## config.mk

```make
export PLATFORM = sky130hd
export DESIGN_NAME = vt_wb_master
export DESIGN_NICKNAME = d
export VERILOG_FILES = /design/src/rtl/vt_bus_pkg.sv /design/src/rtl/wb_timeout_cnt.sv /design/src/rtl/vt_wb_master.sv
export SDC_FILE = /design/constraint.sdc
export NUM_CORES = 1
export LEC_CHECK = 0
export CELL_PAD_IN_SITES_DETAIL_PLACEMENT = 1
export CELL_PAD_IN_SITES_GLOBAL_PLACEMENT = 2
export CORE_MARGIN = 1
export CORE_UTILIZATION = 25
export CTS_CLUSTER_DIAMETER = 30
export DETAILED_ROUTE_END_ITERATION = 6
export HOLD_SLACK_MARGIN = 0.02
export PLACE_DENSITY_LB_ADDON = 0.15
export SLEW_MARGIN = 20
export SYNTH_ARGS = -nofsm -noshare
export SYNTH_HDL_FRONTEND = slang
export SYNTH_SLANG_ARGS = --single-unit
```

## constraint.sdc

```tcl
create_clock -name wb_clk_i -period 2.29 [get_ports wb_clk_i]
set_clock_uncertainty 0.2 [all_clocks]
set_input_delay 0.3435 -clock wb_clk_i [delete_from_list [all_inputs] [get_ports wb_clk_i]]
set_output_delay 0.3435 -clock wb_clk_i [all_outputs]
set_load 0.03 [all_outputs]
```

## src/rtl/vt_bus_pkg.sv

```systemverilog
// Shared definitions for the VT52 register-bus Wishbone initiator:
// bus widths, FSM state type, wait-counter width and response error codes.
package vt_bus_pkg;

  localparam int WB_ADR_W = 16;
  localparam int WB_DAT_W = 16;
  localparam int WB_SEL_W = 2;
  localparam int CNT_W    = 8;

  typedef enum logic [1:0] {
    ST_IDLE   = 2'd0,
    ST_ACTIVE = 2'd1,
    ST_DONE   = 2'd2
  } state_e;

  localparam logic ERR_NONE  = 1'b0;
  localparam logic ERR_ABORT = 1'b1;

endpackage

```

## src/rtl/wb_timeout_cnt.sv

```systemverilog
// Saturating wait-state counter; expired_o flags the ACTIVE cycle at whose
// closing edge the count reaches TIMEOUT.
module wb_timeout_cnt
  import vt_bus_pkg::*;
#(
  parameter int TIMEOUT = 16
) (
  input  logic wb_clk_i,
  input  logic wb_rst_i,
  input  logic clr_i,
  input  logic en_i,
  output logic expired_o
);

  localparam logic [CNT_W-1:0] LIMIT = TIMEOUT[CNT_W-1:0];

  logic [CNT_W-1:0] cnt_q, cnt_d;

  always_comb begin
    cnt_d = cnt_q;
    if (clr_i) begin
      cnt_d = '0;
    end else if (en_i && (cnt_q != LIMIT)) begin
      cnt_d = cnt_q + 1'b1;
    end
  end

  // NOTE: state flops use non-blocking assignment so every flop samples the
  // pre-edge values, independent of the order the always blocks run in.
  always_ff @(posedge wb_clk_i or posedge wb_rst_i) begin
    if (wb_rst_i) begin
      cnt_q <= '0;
    end else begin
      cnt_q <= cnt_d;
    end
  end

  assign expired_o = en_i && (cnt_q == LIMIT - 1'b1);

endmodule

```

## src/rtl/vt_wb_master.sv

```systemverilog
// Single-transaction classic Wishbone initiator between the VT52 control FSM
// and the video-controller register slave; one command in, one response out.
module vt_wb_master
  import vt_bus_pkg::*;
#(
  parameter int TIMEOUT = 16
) (
  input  logic                wb_clk_i,
  input  logic                wb_rst_i,
  input  logic                cmd_valid_i,
  output logic                cmd_ready_o,
  input  logic                cmd_we_i,
  input  logic [WB_ADR_W-1:0] cmd_adr_i,
  input  logic [WB_DAT_W-1:0] cmd_dat_i,
  input  logic [WB_SEL_W-1:0] cmd_sel_i,
  output logic                rsp_valid_o,
  output logic [WB_DAT_W-1:0] rsp_dat_o,
  output logic                rsp_err_o,
  output logic [WB_ADR_W-1:0] wb_adr_o,
  output logic [WB_DAT_W-1:0] wb_dat_o,
  input  logic [WB_DAT_W-1:0] wb_dat_i,
  output logic                wb_cyc_o,
  output logic                wb_stb_o,
  output logic                wb_we_o,
  output logic [WB_SEL_W-1:0] wb_sel_o,
  input  logic                wb_ack_i
);

  state_e              state_q, state_d;
  logic [WB_ADR_W-1:0] adr_q, adr_d;
  logic [WB_DAT_W-1:0] dat_q, dat_d;
  logic                we_q, we_d;
  logic [WB_SEL_W-1:0] sel_q, sel_d;
  logic                cyc_q, cyc_d;
  logic                skip_q, skip_d;
  logic [WB_DAT_W-1:0] rsp_dat_q, rsp_dat_d;
  logic                rsp_err_q, rsp_err_d;
  logic                cnt_clr, cnt_en, expired;

  wb_timeout_cnt #(.TIMEOUT(TIMEOUT)) u_timeout_cnt (
    .wb_clk_i  (wb_clk_i),
    .wb_rst_i  (wb_rst_i),
    .clr_i     (cnt_clr),
    .en_i      (cnt_en),
    .expired_o (expired)
  );

  always_comb begin
    // NOTE: every output of this block is defaulted first, so no path can
    // leave a signal unassigned and infer a latch.
    state_d   = state_q;
    adr_d     = adr_q;
    dat_d     = dat_q;
    we_d      = we_q;
    sel_d     = sel_q;
    cyc_d     = cyc_q;
    skip_d    = skip_q;
    rsp_dat_d = rsp_dat_q;
    rsp_err_d = rsp_err_q;
    cnt_clr   = 1'b0;
    cnt_en    = 1'b0;
    unique case (state_q)
      ST_IDLE: begin
        if (cmd_valid_i) begin
          adr_d   = cmd_adr_i;
          dat_d   = cmd_dat_i;
          we_d    = cmd_we_i;
          sel_d   = cmd_we_i ? cmd_sel_i : 2'b11;
          skip_d  = cmd_we_i && (cmd_sel_i == 2'b00);
          cyc_d   = !skip_d;
          cnt_clr = 1'b1;
          state_d = ST_ACTIVE;
        end
      end
      ST_ACTIVE: begin
        // A write with no byte lanes spends one bus-less cycle here so its
        // response lands one cycle after acceptance.
        if (skip_q) begin
          skip_d    = 1'b0;
          rsp_dat_d = '0;
          rsp_err_d = ERR_ABORT;
          state_d   = ST_DONE;
        end else begin
          cnt_en = 1'b1;
          if (wb_ack_i) begin
            cyc_d     = 1'b0;
            rsp_dat_d = we_q ? '0 : wb_dat_i;
            rsp_err_d = ERR_NONE;
            state_d   = ST_DONE;
          end else if (expired) begin
            cyc_d     = 1'b0;
            rsp_dat_d = '0;
            rsp_err_d = ERR_ABORT;
            state_d   = ST_DONE;
          end
        end
      end
      ST_DONE: state_d = ST_IDLE;
      default: state_d = ST_IDLE;
    endcase
  end

  always_ff @(posedge wb_clk_i or posedge wb_rst_i) begin
    if (wb_rst_i) begin
      state_q   <= ST_IDLE;
      adr_q     <= '0;
      dat_q     <= '0;
      we_q      <= 1'b0;
      sel_q     <= '0;
      cyc_q     <= 1'b0;
      skip_q    <= 1'b0;
      rsp_dat_q <= '0;
      rsp_err_q <= 1'b0;
    end else begin
      state_q   <= state_d;
      adr_q     <= adr_d;
      dat_q     <= dat_d;
      we_q      <= we_d;
      sel_q     <= sel_d;
      cyc_q     <= cyc_d;
      skip_q    <= skip_d;
      rsp_dat_q <= rsp_dat_d;
      rsp_err_q <= rsp_err_d;
    end
  end

  assign cmd_ready_o = (state_q == ST_IDLE);
  assign rsp_valid_o = (state_q == ST_DONE);
  assign rsp_dat_o   = rsp_dat_q;
  assign rsp_err_o   = rsp_err_q;
  assign wb_adr_o    = adr_q;
  assign wb_dat_o    = dat_q;
  assign wb_we_o     = we_q;
  assign wb_sel_o    = sel_q;
  assign wb_cyc_o    = cyc_q;
  assign wb_stb_o    = cyc_q;

endmodule
```

======== Word level (Yosys, flattened, before mapping) ========
Cells that the tools add are included.
cells by class
  reductions and logical operators ........ 14
  muxes and demuxes ....................... 26
  $add $sub $neg .......................... 1
  eq/ne operators ......................... 8
operators by type and width
  kind                                                              number
  16-bit 2-to-1 mux                                                 4
  8-bit 2-to-1 mux                                                  2
  1-bit 2-to-1 mux                                                  12
  2-bit 2-to-1 mux                                                  5
  8-bit by 1-bit adder with 8-bit output (second input constant)    1
  8-bit by 4-bit == test with 1-bit output (second input constant)  1
  8-bit by 5-bit != test with 1-bit output (second input constant)  1
  2-bit AND reduction                                               4
  2-bit zero test                                                   2
  2-bit != test (second input constant)                             2
  4-bit != test (second input constant)                             1
  1-bit one-hot mux with 2 select lines                             2
  2-bit one-hot mux with 2 select lines                             1
  4-bit AND reduction                                               1
  2-bit nonzero test                                                2
  1-bit logical AND                                                 3
  3-bit != test (second input constant)                             1
  3-bit nonzero test                                                1
  2-bit by 1-bit == test with 1-bit output (second input constant)  1
  2-bit == test (second input constant)                             1
  1-bit zero test                                                   1
word-level totals
  logic and storage cells ................. 59
  bits in registers ....................... 64
  output and inout port bits .............. 56
  bits of input ports ..................... 55

======== Logic depth before layout (Yosys ltp) ========
  word-level depth ........................ 7
  gate-level depth with buffers ........... 6
  gate-level depth less buffers ........... 5

======== By module ========
From an unflattened synthesis, not the netlist that was laid out.
unflattened totals
  cells, all modules ...................... 256
  area total of the unflattened synthesis .. 2,610.0 sq um
modules (own cells, without submodules)
  module          sequential area each (sq um)  area each (sq um)  times used  cells each
  vt_wb_master    1,401.3                       2,167.1            1           209
  wb_timeout_cnt  200.2                         442.9              1           47

======== Worst setup path before layout ========
Ideal clock, no wire load.
  kind .................................... register to register
  start point ............................. reg state_q[1]
  end point ............................... reg u_timeout_cnt.cnt_q[5]
  arrival ................................. 1.581 ns
  path slack .............................. 0.431 ns
  data required time ...................... 2.012 ns
  buffers on the path ..................... 2
  clock period less this slack ............ 1.859 ns
  setup time .............................. 0.078 ns
  cell stages (with the launch flop) ...... 6
  cells stage by stage .................... dfrtp_1 buf_6 or3b_1 buf_2 or4_1 a21oi_1
on the way
  word-level cells in the longest chain between the ends .. 4
  elaborated cells on any way between the ends .. 7
  classes of those cells .................. eq/ne: 1; mux: 3; reduce/logical: 3
ends and longest elaborated chain
  item                                      RTL line              text
  start: declaration                        vt_wb_master.sv:29    state_e state_q, state_d;
  start signal: assignment                  vt_wb_master.sv:115   state_q <= state_d;
  2-bit by 1-bit == test with 1-bit output  vt_wb_master.sv:62    unique case (state_q)
  1-bit 2-to-1 mux                          vt_wb_master.sv:62
  1-bit logical AND                         wb_timeout_cnt.sv:23  end else if (en_i && (cnt_q != LIMIT)) begin
  2-bit nonzero test (no source line)       --
  end signal: assignment                    wb_timeout_cnt.sv:34  cnt_q <= cnt_d;
  end: declaration                          wb_timeout_cnt.sv:17  logic [CNT_W-1:0] cnt_q, cnt_d;
Parallel ways exist; a longest one is shown, timed or not.
A chain may end at the register's enable or synchronous reset.

======== Worst setup path after layout ========
  start point ............................. reg state_q[1]
  end point ............................... out cmd_ready_o
on the way
  word-level cells in the longest chain between the ends .. 1
ends and longest elaborated chain
  item              RTL line             text
  2-bit zero test   vt_wb_master.sv:127  assign cmd_ready_o = (state_q == ST_IDLE);
  end: declaration  vt_wb_master.sv:11   output logic cmd_ready_o,
No other way between the ends.

==> reports/qor.csv <==
metric,value,unit
part of the cycle the worst path needs,0.9349,
worst hold slack,201.0,ps
setup TNS,0,ps
Die Ht,107.5,um
min cycle time layout,2141,ps
clk sinks,64,
Vias/cell,4.515,
largest net degree at the start of global routing,65,
max_slew headroom,0.5731,
Residual DRC,0,
clock root cell,clkbuf_8,
total congestion overflow,0,
crit path max-delay cell type,clkdlybuf4s50_1,
Core Area,10840,um^2
Area contributors post-synth,"dfrtp_1, nand2_1, a32oi_1",
CP arrival,1600,ps
H-tree levels,3,
DIE WIDTH,107.5,um
n_diodes,0,
synth-to-layout area growth,54.74,%
CP Capture Type,primary output,
post-synth top area share,0.5753,
Fillers,1275,
Max Cap Violations,0,
Avg Inst Size Synth,9.534,um^2
"area leader, netlist",dfrtp_1,
most frequent cells in the layout,"clkdlybuf4s50_1, nand2_1, dfrtp_1",
Synth cell types,37,
clk_lat worst skew,330,ps
initial core utilization,0.2568,
Total GRT Usage,0.1451,
Post-CTS Setup Bufs,0,
"commonest non-fill, non-tap cell in the layout",clkdlybuf4s50_1,
Worst setup SP type,flop,
syn_nets,349,
CTS Buf Count,9,
fmax,0.4671,GHz
GPL Wtd Cong,0.6867,
ys flop type,dfrtp_1,
FF+latch area,1602,um^2
Tightest Pin Transition,637.4,ps
# IOs,111,
CTS tree,built,
clk slew on worst S/H paths,70,ps
hold crit path type,input port to async pin,
routed len/inst,14.13,um
register bit total from synthesis,64,
crit path max fanout,7,
status,"complete, no violations",
layout cell share with drive strength beyond 1,0.09291,
Peak supply drop,0.5033,mV
synthesized area,2784,um^2
"Seq/Total Area, Yosys",0.5753,
fin nets,461,
max-slew violation count,0,
drt initial violations,67,
TritonRoute pass-1 iters,4,
final hold violation count,0,
unrepaired setup endpoints after global routing,false,
Setup CP Type,flop to primary output,
CP Cell Sequence,"nor2_1, clkdlybuf4s50_1",
Post-Route WL,7755,um
synthesized instance count,292,
post-DP HPWL,5253,um
first-pass GRT wire length,12950,um
Async SR Flop Fraction,1.000,
Yosys warnings,0,
area taken by multi-input logic gates,1077,um^2
row cnt,38,
"EDFF count, synth",0,
WP data required,1750,ps
delay of the slowest cell on the worst path,700,ps
Die ar.,11560,um^2
Antenna Nets Post-Route,0,
final setup fails,0,
vias,2479,
Lkg Pwr,1.941,nW
initial antenna violation count,0,
port buffer count,110,
maximum root-to-sink buffer count,2,
number of global-route vias before repair,2639,
Pwr per Cell Area,1448,nW/um^2
## synthesized netlist by cell type, types with 2 or more instances
library cell,number
nand2_1,106
dfrtp_1,64
nand2b_1,18
o21ai_0,18
clkbuf_1,17
a32oi_1,16
inv_1,7
nor2_1,5
mux2i_1,3
o31ai_1,3
a21oi_1,2
a31oi_1,2
ha_1,2
mux2_2,2
nand3_1,2
nor2b_1,2
o211ai_1,2
or3_1,2
## metrics by stage
stage | power, W | std cells | cell area [um^2] | util | setup WS [ps]
finish | 0.006237 | 549 | 4308 | 0.3974 | 149.0
global route | 0.006697 | 549 | 4308 | 0.3974 | 95.33
CTS | 0.006350 | 549 | 4305 | 0.3972 | 69.24
detailed placement | 0.005399 | 533 | 4121 | 0.3802 | 126.6
global placement | 0.005333 | 533 | 4119 | 0.3800 | -76.83
floorplan | 0.003899 | 292 | 2784 | - | 148.4
## worst max-delay path: cells and delay by family (launching register included)
kind / cells / cell delay [ps]
buffers and inverters: 1 / 700
DFF: 1 / 450
and+or+nand+nor: 1 / 110
## cell families (layout without fill, tap and decap cells)
family                     count (synthesis)  count (layout)  synth area share
and+or+nand+nor                          144             144            0.2288
DFF                                       64              64            0.5753
AOI/OAI and AO/OA                         49              49            0.1258
buffers and inverters                     28             145           0.04225
muxes                                      5               5           0.01888
adders and majority gates                  2               2          0.008987
## flip-flops by register name, summed over array words and instances, names as in the netlist
register             flops
rsp_dat_o               16
state_q                  2
rsp_err_o                1
wb_cyc_o                 1
wb_adr_o                16
wb_dat_o                16
skip_q                   1
u_timeout_cnt.cnt_q      8
wb_sel_o                 2
wb_we_o                  1
## metal layers
metal | vias to the layer above | track usage | share of wire
li1 | 1196 | - | -
met1 | 1206 | 0.1894 | 0.47
met2 | 67 | 0.2299 | 0.46
met3 | 10 | 0.03814 | 0.055
met4 | 0 | 0.05284 | 0.013
met5 | - | 0 | 0
## path summary, 6_finish.rpt
kind / from / to / slack (ps) / cells after the start
max in group asynchronous: wb_rst_i / rsp_dat_o[5] / 1420 / 3
setup reg to reg: state_q[1] / u_timeout_cnt.cnt_q[5] / 320 / 3
min in group wb_clk_i: wb_dat_o[12] / wb_dat_o[12] / 280 / 2
hold / removal: wb_rst_i / wb_adr_o[3] / 200 / 3
setup / recovery: state_q[1] / cmd_ready_o / 150 / 2
hold reg to reg: wb_dat_o[12] / wb_dat_o[12] / 280 / 2
## final cells by class
type                            instances  area share
Clock inverter                          3    0.003485
Clock buffer                           13     0.03921
Tap cell                              140     0.04066
Sequential cell                        64      0.3718
Multi-Input combinational cell        200      0.2501
Timing Repair Buffer                  122      0.2887
Inverter                                7    0.006099
## repair_timing
item | 4_1_cts | 5_1_grt
gates resized for setup | 0 | 1
hold buffers | 0 | 0
endpoints found under the setup margin | 0 | 1
## power breakdown
part           switching (W)  internal (W)  leakage, nW
logic                0.00192       0.00141         1.06
registers           0.000364       0.00163        0.780
clock network       0.000433      0.000477       0.0992
total                0.00272       0.00352         1.94
No activity file was read; power rests on OpenSTA's default activity.
==> RTL edit 1 (config.mk and constraints unchanged) <==
The package constant `WB_ADR_W` goes from 16 to 18.
--- a/src/rtl/vt_bus_pkg.sv
+++ b/src/rtl/vt_bus_pkg.sv
@@ -2,7 +2,7 @@
 // bus widths, FSM state type, wait-counter width and response error codes.
 package vt_bus_pkg;
 
-  localparam int WB_ADR_W = 16;
+  localparam int WB_ADR_W = 18;
   localparam int WB_DAT_W = 16;
   localparam int WB_SEL_W = 2;
   localparam int CNT_W    = 8;
Ports: changed (resized cmd_adr_i and wb_adr_o); port bits go from 111 to 115. The function was not compared with the original's and may differ.
==> RTL edit 1 against the unedited design <==
- register-to-register slack got worse by 0.02 ns
- non-clock buffer count increased by 5
- total power increased by 8.6%
- wire length increased by 6.8%
- design area increased by 5.1%
- worst setup slack got worse by 0.044 ns
- area after synthesis increased by 3.0%
- global-route usage increased by 0.29 points
- first-iteration DRC count increased by 19%
- sequential cell count increased by 2
==> RTL edit 1: results <==
set metrics [dict create \
    outcome "complete, no violations" \
    post-route-drc-count 0 \
    power_switching_mw 2.85 \
    vias 2535 \
    cts-htree-levels 3 \
    post_synth_xor_area_fraction 0 \
    synth.yosys.warnings 0 \
    layout.nets 477 \
    avgRoutedWirePerCell_um 14.7 \
    hold_path_class "input port to async pin" \
    wire_length_of_the_first_global_routing_pass_mm 13.5 \
    synth_sequential_area_ratio 0.576 \
    grt_max_degree 30 \
    r2r_end "u_timeout_cnt.cnt_q[1]$_DFFE_PP0P_" \
    highest_net_fanout_along_the_worst_path 7 \
    final_hpwl_dp_mm 5.71 \
    p_leak_nw 2.04 \
    crit_path_max_incr_delay_ns 0.68 \
    slew_headroom 0.652 \
    synth.lib_cells_used.distinct 39 \
    groute.usage.overall 0.148 \
    grt_antenna_before_repair 0 \
    launch_instance_of_the_worst_register_to_register_path "u_timeout_cnt.cnt_q[7]$_DFFE_PP0P_" \
    share_of_cells_above_drive_strength_1 0.0875 \
    synthTopCellsByCount "113 x nand2_1, 66 x dfrtp_1, 19 x nand2b_1" \
    synth.net_count 360 \
    first_iter_violations 80 \
    ir_drop_uv 652 \
    placedInstanceArea_um2 4260 \
    synth.area.mux_share 0.0183 \
    synth_compound_gate_area_share 0.120 \
    antenna-diode-count 0 \
    path_clk_slew_ns 0.05 \
    clock_insertion_delay_worst_skew_ns 0.32 \
    crit_path_top_delay_cell "clkdlybuf4s50_1" \
    flip_flop_count_of_the_largest_register_after_layout 18 \
    postCtsSetupRepairBufs 0 \
    place_congestion 0.695 \
    grt_pass1_vias 2680 \
    reg2reg_depth 3 \
    ys_async_sr_fraction 1.00 \
    synthTopCellsByArea "dfrtp_1 58%, nand2_1 15%, a32oi_1 4.9%" \
    port_buffers 114 \
    tritoncts.num_buffers 9 \
    cts-resized-gates 0 \
    buffer_levels_on_the_longest_clock_path 2 \
    r2r_slack_ns 0.30 \
    ctsRootBufferMaster "clkbuf_16" \
    detailedRoute.firstPassIterationCount 4 \
    synth-main-ff-cell "dfrtp_1" \
    place_ws_ns 0.0608 \
    yosys.area_share.adder 0.00873 \
]
-- RTL edit 1: metal layers --
metal,up-vias,track usage,share of wire
li1,1233,-,-
met4,0,0.0608,0.013
met1,1222,0.187,0.46
met5,-,0,0
met2,73,0.241,0.46
met3,7,0.0359,0.060
-- RTL edit 1: cell families (layout without fill, tap and decap cells) --
family                   Yosys count  count (layout)
AND/OR/NAND/NOR                  153             153
flip-flops                        66              66
AO/OA/AOI/OAI                     48              48
buffers and inverters             27             149
multiplexers                       5               5
adder cells (fa/ha/maj)            2               2
-- RTL edit 1: critical path, delay by kind of cell, from the launching register on --
family                 cells  cell delay (ns)
buffers and inverters      1             0.68
flip-flops                 1             0.47
AND/OR/NAND/NOR            1             0.17
-- RTL edit 1: worst max-delay path by stage --
stage / start / to / slack [ns] / depth (start not counted)
6_report: state_q[1]$_DFFE_PP0P_ / rsp_valid_o / 0.10 / 2
5_1_grt: state_q[1]$_DFFE_PP0P_ / rsp_valid_o / 0.008 / 2
4_1_cts: state_q[1]$_DFFE_PP0P_ / rsp_valid_o / 0.07 / 2
3_5_place_dp: cmd_valid_i / wb_adr_o[2]$_DFFE_PP0P_ / 0.06 / 5
3_3_place_gp: cmd_valid_i / wb_adr_o[6]$_DFFE_PP0P_ / 0.08 / 5
2_1_floorplan: wb_rst_i / rsp_dat_o[0]$_DFFE_PP0P_ / 0.09 / 1
-- RTL edit 1: layout make-up --
cell class | instances | area, um^2
Fill cell | 1270 | 6460
Sequential cell | 66 | 1650
Timing Repair Buffer | 127 | 1300
Multi-Input combinational cell | 208 | 1110
Clock buffer | 13 | 250
Tap cell | 140 | 175
Inverter | 6 | 22.5
Clock inverter | 3 | 15.0
-- RTL edit 1: per-stage QoR --
| step | instances | utilization | hold WS [ns] | power (mW) |
|---|---|---|---|---|
| after floorplan | 301 | - | 0.240 | 4.02 |
| after global placement | 547 | 0.388 | 0.258 | 5.55 |
| after detailed placement | 547 | 0.388 | 0.261 | 5.60 |
| after CTS | 563 | 0.412 | 0.178 | 6.89 |
| after global routing | 563 | 0.412 | 0.212 | 7.23 |
| final | 563 | 0.412 | 0.171 | 6.77 |
-- RTL edit 1: power by group through the flow --
stage | Combinational (mW) | Sequential, mW | Clock (mW)
CTS | 3.53 | 2.08 | 1.28
global placement | 3.48 | 2.07 | 0
finish | 3.47 | 2.07 | 1.23
floorplan | 1.07 | 2.95 | 0
detailed placement | 3.52 | 2.08 | 0
global route | 3.75 | 2.14 | 1.34
==> RTL edit 2 (same flow settings) <==
Without the edit above. `adr_q` no longer has a reset.
--- a/src/rtl/vt_wb_master.sv
+++ b/src/rtl/vt_wb_master.sv
@@ -103,7 +103,6 @@
   always_ff @(posedge wb_clk_i or posedge wb_rst_i) begin
     if (wb_rst_i) begin
       state_q   <= ST_IDLE;
-      adr_q     <= '0;
       dat_q     <= '0;
       we_q      <= 1'b0;
       sel_q     <= '0;
@@ -113,7 +112,6 @@
       rsp_err_q <= 1'b0;
     end else begin
       state_q   <= state_d;
-      adr_q     <= adr_d;
       dat_q     <= dat_d;
       we_q      <= we_d;
       sel_q     <= sel_d;
@@ -122,6 +120,10 @@
       rsp_dat_q <= rsp_dat_d;
       rsp_err_q <= rsp_err_d;
     end
+  end
+
+  always_ff @(posedge wb_clk_i) begin
+    adr_q <= adr_d;
   end
 
   assign cmd_ready_o = (state_q == ST_IDLE);
Function: changed (a bounded check fails within 4 cycles, from zero or initial values and one cycle with wb_rst_i high).
==> RTL edit 2 against the unedited design <==
- sequential share of layout area up 2.8 points
- design area down 2.5%
- worst setup slack worse by 0.0068 ns
- sequential cell count unchanged
- area after synthesis down 4.2%
- total power down 6.5%
- largest cell class unchanged
- wire length down 8.5%
- critical path depth unchanged
==> RTL edit 2: results <==
set metrics [dict create \
    synth_sequential_area_ratio 0.630 \
    avgRoutedWirePerCell_um 14.4 \
    vias 2222 \
    syn-instance-count 240 \
    synth_top_area_frac 0.450 \
    outcome "complete, no violations" \
    first_iter_violations 65 \
    groute.usage.overall 0.138 \
    crit_path_top_delay_cell "clkdlybuf4s50_1" \
    synthTopCellsByArea "dfrtp_1 45%, edfxtp_1 18%, nand2_1 8.0%" \
    ir_drop_uv 559 \
    place_ws_ns 0.189 \
    grt_max_degree 49 \
    crit_path_max_incr_delay_ns 0.68 \
    tritoncts.num_buffers 9 \
    p_leak_nw 1.76 \
    share_of_cells_above_drive_strength_1 0.0810 \
    layout.nets 410 \
    power.density_cell_area_nw_per_um2 1390 \
    sw_frac_of_total 0.402 \
    synthTopCellsByCount "57 x nand2_1, 48 x dfrtp_1, 17 x nand2b_1" \
    synth.lib_cells_used.distinct 42 \
    slew_headroom 0.571 \
    wire_length_of_the_first_global_routing_pass_mm 11.8 \
    placedInstanceArea_um2 3960 \
    synth.net_count 297 \
    numPlacedInstances 478 \
    grt_pass1_vias 2316 \
    final_hpwl_dp_mm 4.81 \
    place_congestion 0.717 \
    finish.cell_count_without_fillers 494 \
    detailedRoute.firstPassIterationCount 5 \
    number_of_synthesized_flops_with_an_enable_pin 16 \
    ys_async_sr_fraction 0.750 \
    hold_path_class "input port to async pin" \
]
RTL edit 2: area by class of cell:
| type | instances | area [um^2] |
|---|---|---|
| clock buffers | 10 | 128 |
| clock inverters | 6 | 108 |
| fillers | 1143 | 6120 |
| inverters | 6 | 22.5 |
| multi-input cells | 154 | 903 |
| flip-flops and latches | 64 | 1680 |
| well taps | 136 | 170 |
| repair buffers | 118 | 1190 |
RTL edit 2: cells by family after synthesis:
| kind of cell | after synthesis | share of synthesized area |
|---|---|---|
| flops | 64 | 0.630 |
| simple gates | 98 | 0.178 |
| compound gates | 51 | 0.137 |
| fa+ha+maj | 2 | 0.00938 |
| buf+inv | 22 | 0.0338 |
| mux | 3 | 0.0117 |
RTL edit 2: power groups by stage:
stage | logic [mW] | registers (mW) | clock network [mW]
6_report | 2.77 | 1.91 | 1.15
5_1_grt | 2.99 | 1.98 | 1.25
4_1_cts | 2.81 | 1.92 | 1.20
3_5_place_dp | 2.80 | 1.93 | 0
3_3_place_gp | 2.76 | 1.93 | 0
2_1_floorplan | 0.892 | 2.63 | 0
RTL edit 2: path summary, 6_finish.rpt:
path                                                          from                                  to  slack, ns  cells after the start
worst max-delay path                        state_q[0]$_DFFE_PP0P_                         cmd_ready_o       0.14                      2
worst min-delay path                                      wb_rst_i            rsp_dat_o[4]$_DFFE_PP0P_       0.16                      3
worst max register to register  u_timeout_cnt.cnt_q[5]$_DFFE_PP0P_  u_timeout_cnt.cnt_q[1]$_DFFE_PP0P_       0.32                      3
worst min register to register             wb_dat_o[1]$_DFFE_PP0P_             wb_dat_o[1]$_DFFE_PP0P_       0.28                      2
max in group asynchronous                                 wb_rst_i  u_timeout_cnt.cnt_q[4]$_DFFE_PP0P_       1.48                      3
min in group wb_clk_i                      wb_dat_o[1]$_DFFE_PP0P_             wb_dat_o[1]$_DFFE_PP0P_       0.28                      2
RTL edit 2: timing repair:
item / CTS / global route
gates resized for setup: 0 / 2
setup endpoints to repair: 0 / 6
setup buffers: 0 / 0
RTL edit 2: worst register-to-register path, cell delays in order (launching register included):
cell	delay (ns)
dfrtp_1	0.43
or3_1	0.46
o41ai_2	0.40
mux2_2	0.37
RTL edit 2: routing by layer:
metal  track usage  vias up  routed length (um)
met5             0        -                   0
met4        0.0664        0                 123
met3        0.0266        9                 307
met2         0.208       64                3300
met1         0.190     1074                3360
li1              -     1075                   -
